==> config.mk <==
export PLATFORM = sky130hd
export DESIGN_NAME = valu_pipe
export DESIGN_NICKNAME = d
export VERILOG_FILES = /design/src/rtl/valu_pipe.sv
export SDC_FILE = /design/constraint.sdc
export NUM_CORES = 1
export LEC_CHECK = 0
export BUFFER_PORTS_ARGS = -buffer_cell sky130_fd_sc_hd__buf_4
export CAP_MARGIN = 30
export CORE_MARGIN = 4
export CORE_UTILIZATION = 50
export CTS_CLUSTER_DIAMETER = 150
export DETAILED_ROUTE_END_ITERATION = 10
export HOLD_SLACK_MARGIN = 0.12
export PLACE_DENSITY_LB_ADDON = 0.25
export REMOVE_ABC_BUFFERS = 1
export SLEW_MARGIN = 20
export SYNTH_ARGS = -nofsm -noshare
export SYNTH_HDL_FRONTEND = slang
export SYNTH_SLANG_ARGS = --single-unit
==> constraint.sdc <==
create_clock -name clk_i -period 4.6 [get_ports clk_i]
set_input_delay 0.69 -clock clk_i [delete_from_list [all_inputs] [get_ports clk_i]]
set_output_delay 0.69 -clock clk_i [all_outputs]
set_load 0.03 [all_outputs]
==> src/rtl/valu_pipe.sv <==
// Lane-wise vector ALU (8/16/32-bit lanes) feeding an in-order result FIFO; saturating SADD/SSUB only with VALU_PIPE_SAT_EN.
// Latency STAGES cycles issue-to-result; issue is credit-gated on pipeline + FIFO occupancy, results wait for result_ready_i.

module valu_lane #(
  parameter int W = 8
) (
  input  logic [W-1:0] a,
  input  logic [W-1:0] b,
  input  logic [2:0]   op,
  output logic [W-1:0] y
);

  logic [W-1:0] sum;
  logic [W-1:0] dif;
  logic         lt;

  assign sum = a + b;
  assign dif = a - b;
  assign lt  = $signed(a) < $signed(b);

`ifdef VALU_PIPE_SAT_EN
  logic         add_ovf;
  logic         sub_ovf;
  logic [W-1:0] sat_val;

  // Overflow only when the wrapped sign disagrees with the true sign.
  assign add_ovf = (a[W-1] == b[W-1]) && (sum[W-1] != a[W-1]);
  assign sub_ovf = (a[W-1] != b[W-1]) && (dif[W-1] != a[W-1]);
  assign sat_val = a[W-1] ? {1'b1, {(W-1){1'b0}}} : {1'b0, {(W-1){1'b1}}};
`endif

  always_comb begin
    y = sum;
    case (op)
      3'd0: y = sum;
      3'd1: y = dif;
      3'd2: y = lt ? a : b;
      3'd3: y = lt ? b : a;
      3'd4: y = a & b;
      3'd5: y = a ^ b;
`ifdef VALU_PIPE_SAT_EN
      3'd6: y = add_ovf ? sat_val : sum;
      3'd7: y = sub_ovf ? sat_val : dif;
`else
      3'd6: y = sum;
      3'd7: y = dif;
`endif
      default: y = sum;
    endcase
  end

endmodule

module valu_pipe #(
  parameter int XLEN          = 32,
  parameter int STAGES        = 2,
  parameter int FIFO_DEPTH    = 2,
  parameter int TRANS_ID_BITS = 3
) (
  input  logic                     clk_i,
  input  logic                     rst_ni,
  input  logic                     flush_i,
  input  logic                     valid_i,
  output logic                     ready_o,
  input  logic [XLEN-1:0]          operand_a_i,
  input  logic [XLEN-1:0]          operand_b_i,
  input  logic [2:0]               op_i,
  input  logic [1:0]               ew_i,
  input  logic [TRANS_ID_BITS-1:0] trans_id_i,
  output logic                     result_valid_o,
  input  logic                     result_ready_i,
  output logic [XLEN-1:0]          result_o,
  output logic [TRANS_ID_BITS-1:0] trans_id_o
);

  localparam int NW = XLEN / 32;
  localparam int PW = (FIFO_DEPTH > 1) ? $clog2(FIFO_DEPTH) : 1;
  localparam int CW = $clog2(FIFO_DEPTH + 1);

  logic [XLEN-1:0]          r8, r16, r32, alu_res;
  logic                     issue, pop;
  logic                     push_vld;
  logic [XLEN-1:0]          push_res;
  logic [TRANS_ID_BITS-1:0] push_tid;
  logic [3:0]               pipe_cnt;
  logic [3:0]               inflight;

  logic [XLEN-1:0]          fifo_res [FIFO_DEPTH];
  logic [TRANS_ID_BITS-1:0] fifo_tid [FIFO_DEPTH];
  logic [PW-1:0]            wr_ptr, rd_ptr;
  logic [CW-1:0]            cnt;

  for (genvar w = 0; w < NW; w++) begin : g_word
    for (genvar l = 0; l < 4; l++) begin : g_b8
      valu_lane #(.W(8)) u_lane (
        .a  (operand_a_i[w*32+l*8 +: 8]),
        .b  (operand_b_i[w*32+l*8 +: 8]),
        .op (op_i),
        .y  (r8[w*32+l*8 +: 8])
      );
    end
    for (genvar l = 0; l < 2; l++) begin : g_b16
      valu_lane #(.W(16)) u_lane (
        .a  (operand_a_i[w*32+l*16 +: 16]),
        .b  (operand_b_i[w*32+l*16 +: 16]),
        .op (op_i),
        .y  (r16[w*32+l*16 +: 16])
      );
    end
    valu_lane #(.W(32)) u_lane32 (
      .a  (operand_a_i[w*32 +: 32]),
      .b  (operand_b_i[w*32 +: 32]),
      .op (op_i),
      .y  (r32[w*32 +: 32])
    );
  end

  always_comb begin
    alu_res = r32;
    case (ew_i)
      2'd0:    alu_res = r8;
      2'd1:    alu_res = r16;
      default: alu_res = r32;
    endcase
  end

  assign issue = valid_i & ready_o & ~flush_i;
  assign pop   = result_valid_o & result_ready_i & ~flush_i;

  if (STAGES > 1) begin : g_pipe
    logic [STAGES-2:0]        vld;
    logic [XLEN-1:0]          res [STAGES-1];
    logic [TRANS_ID_BITS-1:0] tid [STAGES-1];

    always_ff @(posedge clk_i) begin
      if (!rst_ni || flush_i) begin
        vld <= '0;
      end else begin
        vld[0] <= issue;
        for (int i = 1; i < STAGES - 1; i++) vld[i] <= vld[i-1];
      end
    end

    // Payload needs no reset: it is only observed alongside its valid bit.
    always_ff @(posedge clk_i) begin
      res[0] <= alu_res;
      tid[0] <= trans_id_i;
      for (int i = 1; i < STAGES - 1; i++) begin
        res[i] <= res[i-1];
        tid[i] <= tid[i-1];
      end
    end

    always_comb begin
      pipe_cnt = '0;
      for (int i = 0; i < STAGES - 1; i++) pipe_cnt = pipe_cnt + 4'(vld[i]);
    end

    assign push_vld = vld[STAGES-2];
    assign push_res = res[STAGES-2];
    assign push_tid = tid[STAGES-2];
  end else begin : g_nopipe
    assign pipe_cnt = '0;
    assign push_vld = issue;
    assign push_res = alu_res;
    assign push_tid = trans_id_i;
  end

  // Every accepted op owns a FIFO slot from issue, so the FIFO can never overflow.
  assign inflight = 4'(cnt) + pipe_cnt;
  assign ready_o  = inflight < 4'(FIFO_DEPTH);

  function automatic logic [PW-1:0] ptr_inc(input logic [PW-1:0] p);
    return (p == PW'(FIFO_DEPTH - 1)) ? '0 : p + PW'(1);
  endfunction

  always_ff @(posedge clk_i) begin
    if (!rst_ni || flush_i) begin
      wr_ptr <= '0;
      rd_ptr <= '0;
      cnt    <= '0;
    end else begin
      if (push_vld) wr_ptr <= ptr_inc(wr_ptr);
      if (pop)      rd_ptr <= ptr_inc(rd_ptr);
      cnt <= cnt + CW'(push_vld) - CW'(pop);
    end
  end

  always_ff @(posedge clk_i) begin
    if (push_vld) begin
      fifo_res[wr_ptr] <= push_res;
      fifo_tid[wr_ptr] <= push_tid;
    end
  end

  assign result_valid_o = (cnt != '0);
  assign result_o       = result_valid_o ? fifo_res[rd_ptr] : '0;
  assign trans_id_o     = result_valid_o ? fifo_tid[rd_ptr] : '0;

endmodule

==> results.toml <==
[yosys]
synth_largest_type_area_fraction_pct = 17.0
synth-compound-area-share_pct = 30.7
synth_top_family_by_area = "compound AO/OA/AOI/OAI gates"
syn-instance-count = 1607
synth_xor_xnor_area_share_pct = 5.73
synth_cell_types = 98
adder_cell_share_of_the_synthesized_area_pct = 8.36
ys_seq_elements = 111
synth_top_area_cells = "sky130_fd_sc_hd__edfxtp_1 (17%), sky130_fd_sc_hd__ha_1 (7.1%), sky130_fd_sc_hd__dfxtp_1 (6.6%)"
synth_warnings = 0
ys_seq_area_share_pct = 23.6
synth.cell_area_um2 = 12400
post_synth_mux_area_share_pct = 7.69
synthSimpleGateAreaFrac_pct = 17.4
synth_top_cell_by_area = "sky130_fd_sc_hd__edfxtp_1"
ys_async_sr_fraction_pct = 0
avgSynthCellArea_um2 = 7.71
synth-edff-count = 70
synth_top_flop_cell = "sky130_fd_sc_hd__edfxtp_1"

[clocking]
cts_hold_repair.buffers = 0
cts_inserted_buffers = 9
post_cts_resize_count = 0
htree_num_levels = 3
clk_path_buf_depth = 2
path_clk_slew_ns = 0.09
cts.sinks = 111
clock-root-buffer = "sky130_fd_sc_hd__clkbuf_16"
cts_tree = "yes"
latest_clock_arrival_within_the_worst_skew_pair_ns = 0.36
postCtsSetupBuffers = 0

[sta]
unrepaired_setup_endpoints_after_global_routing = "no"
final_hold_viol_count = 0
final_report_max_slew_violation_count = 0
max_clock_freq_mhz = 248
postLayoutSetupSlackWorst_ns = 0.560
finalCritPeriodShare_pct = 87.8
min_period_ns = 4.04
worst-slew-pin-transition_ns = 0.879
fin_setup_tns_ns = 0
final-setup-viol-count = 0
timing.max_slew.rel_slack_pct = 41.2
hold-worst-slack_ns = 0.435
clock-skew-final_ns = 0.0186

[global_routing]
first_global_vias = 12458
grt_use_total_pct = 35.4
grt_antenna_before_repair = 2
grt_max_degree = 37
grt_remaining_overflow = 0
grt_pass1_wl_um = 74000

[placement]
gp_routability_congestion = 1.04
io_buffer_count = 113
pre_cts_ws_ns = 0.239
detailed_place_hpwl_um = 37500

[floorplanning]
design.die.area_um2 = 27400
core.rowCount = 57
top_level_ports = 114
core-area_um2 = 24300
initial_core_util_pct = 51.0
die_y_um = 165
fp.dieW_um = 165

[critical_path]
cp.arrival_ns = 4.26
ordered_list_of_cells_on_the_worst_path = "buf_4, inv_1, ha_1, fa_1, and2b_1, o211ai_2, a22oi_2, a21oi_2, o311ai_2, nand2_4, xnor2_4, mux2_2, a221oi_1, a22oi_1"
required_ns = 4.82
worst_setup_path_start_kind = "input port"
critical-path-max-stage-delay_ns = 0.62
cp-end-kind = "register"
crit_fanout = 18
path_class = "input port to register"
critical_path.slowest_cell = "sky130_fd_sc_hd__xnor2_4"

[final_layout]
final_core_util_pct = 58.3
areaGrowthSynthToFinish_pct = 14.3
layout.cells.most_common_list = "sky130_fd_sc_hd__buf_4 (192), sky130_fd_sc_hd__nor2_1 (183), sky130_fd_sc_hd__a21oi_1 (162)"
multiInputGateArea_um2 = 8690
area.sequential_um2 = 2920
final_nets = 1860
antenna-diode-count = 0
filler_cell_count = 2312
final_common_cell = "sky130_fd_sc_hd__buf_4"
share_of_post_route_cells_with_drive_strength_above_1_pct = 15.5

[power_and_ir_drop]
power.density_cell_area_nw_per_um2 = 267
fin_total_pwr_mw = 3.78
power_leakage_nw = 5.69
power.ir.vdd_worst_mv = 0.177

[outcome]
run_status = "completed"

[drt]
dr.pass1.iters = 6
drc = 0
wire_per_inst_um = 24.4
routed-via-count = 13499
avgViaCountPerCell = 6.64
postRouteAntennaNets = 0
dr.first_iter.drc_count = 1977
route.final.wire_length_um = 49600

[job]
cap_violations = 0

[worst_hold_path]
holdCritPathClass = "register to register"
==> synthesized netlist by cell type (8+ instances only) <==
master,n
sky130_fd_sc_hd__nor2_1,188
sky130_fd_sc_hd__a21oi_1,162
sky130_fd_sc_hd__nand2_1,142
sky130_fd_sc_hd__o21ai_0,108
sky130_fd_sc_hd__inv_1,83
sky130_fd_sc_hd__mux2i_1,78
sky130_fd_sc_hd__edfxtp_1,70
sky130_fd_sc_hd__ha_1,70
sky130_fd_sc_hd__clkbuf_1,67
sky130_fd_sc_hd__xnor2_1,62
sky130_fd_sc_hd__dfxtp_1,41
sky130_fd_sc_hd__nand3_1,34
sky130_fd_sc_hd__nor3_1,30
sky130_fd_sc_hd__a221oi_1,24
sky130_fd_sc_hd__a21o_1,22
sky130_fd_sc_hd__a31oi_1,21
sky130_fd_sc_hd__o31ai_1,20
sky130_fd_sc_hd__o221ai_1,18
sky130_fd_sc_hd__o22ai_1,18
sky130_fd_sc_hd__a211oi_1,17
sky130_fd_sc_hd__buf_1,17
sky130_fd_sc_hd__buf_2,17
sky130_fd_sc_hd__nor2b_1,17
sky130_fd_sc_hd__nand4_1,15
sky130_fd_sc_hd__o211ai_1,15
sky130_fd_sc_hd__o21bai_1,15
sky130_fd_sc_hd__nor4_1,11
sky130_fd_sc_hd__xor2_1,11
sky130_fd_sc_hd__a32oi_1,10
sky130_fd_sc_hd__nand2b_1,10
sky130_fd_sc_hd__a22oi_1,8
sky130_fd_sc_hd__fa_1,8
sky130_fd_sc_hd__mux2_2,8
==> final cells by class <==
| class | count | area share, % |
|---|---|---|
| Multi-Input combinational cell | 1297 | 61.3 |
| Sequential cell | 111 | 20.6 |
| Timing Repair Buffer | 196 | 10.8 |
| Tap cell | 324 | 2.86 |
| Inverter | 90 | 2.40 |
| Clock buffer | 9 | 1.59 |
| Clock inverter | 7 | 0.450 |
==> cell families after synthesis <==
family,count (synthesis)
AND/OR/NAND/NOR,484
adder cells (fa/ha/maj),78
buffers and inverters,199
flip-flops,111
XOR/XNOR,76
multiplexers,91
AO/OA/AOI/OAI,568
==> layer usage <==
| metal | part of all wire, % | wire length (µm) | GRT usage, % | vias to the layer above |
|---|---|---|---|---|
| met3 | 15 | 7230 | 9.68 | 137 |
| met2 | 41 | 20500 | 51.5 | 954 |
| met1 | 41 | 20300 | 50.9 | 6267 |
| met5 | 0.026 | 13 | 0 | - |
| li1 | - | - | - | 6139 |
| met4 | 3.3 | 1630 | 11.2 | 2 |
==> worst paths after layout <==
| check | from | endpoint | slack, ns | cells after the start |
|---|---|---|---|---|
| setup / recovery | operand_a_i[0] | g_pipe.res[0][19] | 0.56 | 14 |
| hold reg to reg | g_pipe.res[0][24] | fifo_res[0][24] | 0.44 | 0 |
| hold / removal | g_pipe.res[0][24] | fifo_res[0][24] | 0.44 | 0 |
| setup reg to reg | cnt[1] | cnt[1] | 2.29 | 11 |
==> power breakdown <==
| part | leakage (nW) | internal (mW) | switching [mW] |
|---|---|---|---|
| logic | 4.57 | 0.670 | 1.10 |
| clock network | 0.141 | 0.381 | 0.401 |
| registers | 0.982 | 1.17 | 0.0563 |
| total | 5.69 | 2.22 | 1.56 |
==> worst max-delay path, delay by kind of cell <==
| kind | cells | cell delay [ns] |
|---|---|---|
| fa+ha+maj | 2 | 0.60 |
| simple gates | 2 | 0.37 |
| buf+inv | 2 | 0.17 |
| mux | 1 | 0.41 |
| xor+xnor | 1 | 0.62 |
| compound gates | 6 | 1.38 |
==> flip-flops by register name, summed over array words and instances, names as in the netlist, named ones only <==
| name | flops |
|---|---|
| g_pipe.res | 32 |
| g_pipe.tid | 3 |
| g_pipe.vld | 1 |
| cnt | 2 |
| fifo_tid | 6 |
| fifo_res | 64 |
| rd_ptr | 1 |
| wr_ptr | 1 |
==> metrics by stage <==
| step | area (µm²) | std cells |
|---|---|---|
| 2_1_floorplan | 11900 | 1498 |
| 3_3_place_gp | 13800 | 2014 |
| 3_5_place_dp | 13900 | 2016 |
| 4_1_cts | 14200 | 2032 |
| 5_1_grt | 14200 | 2034 |
| 6_report | 14200 | 2034 |
Note: power is estimated with default switching activity, not from simulation.
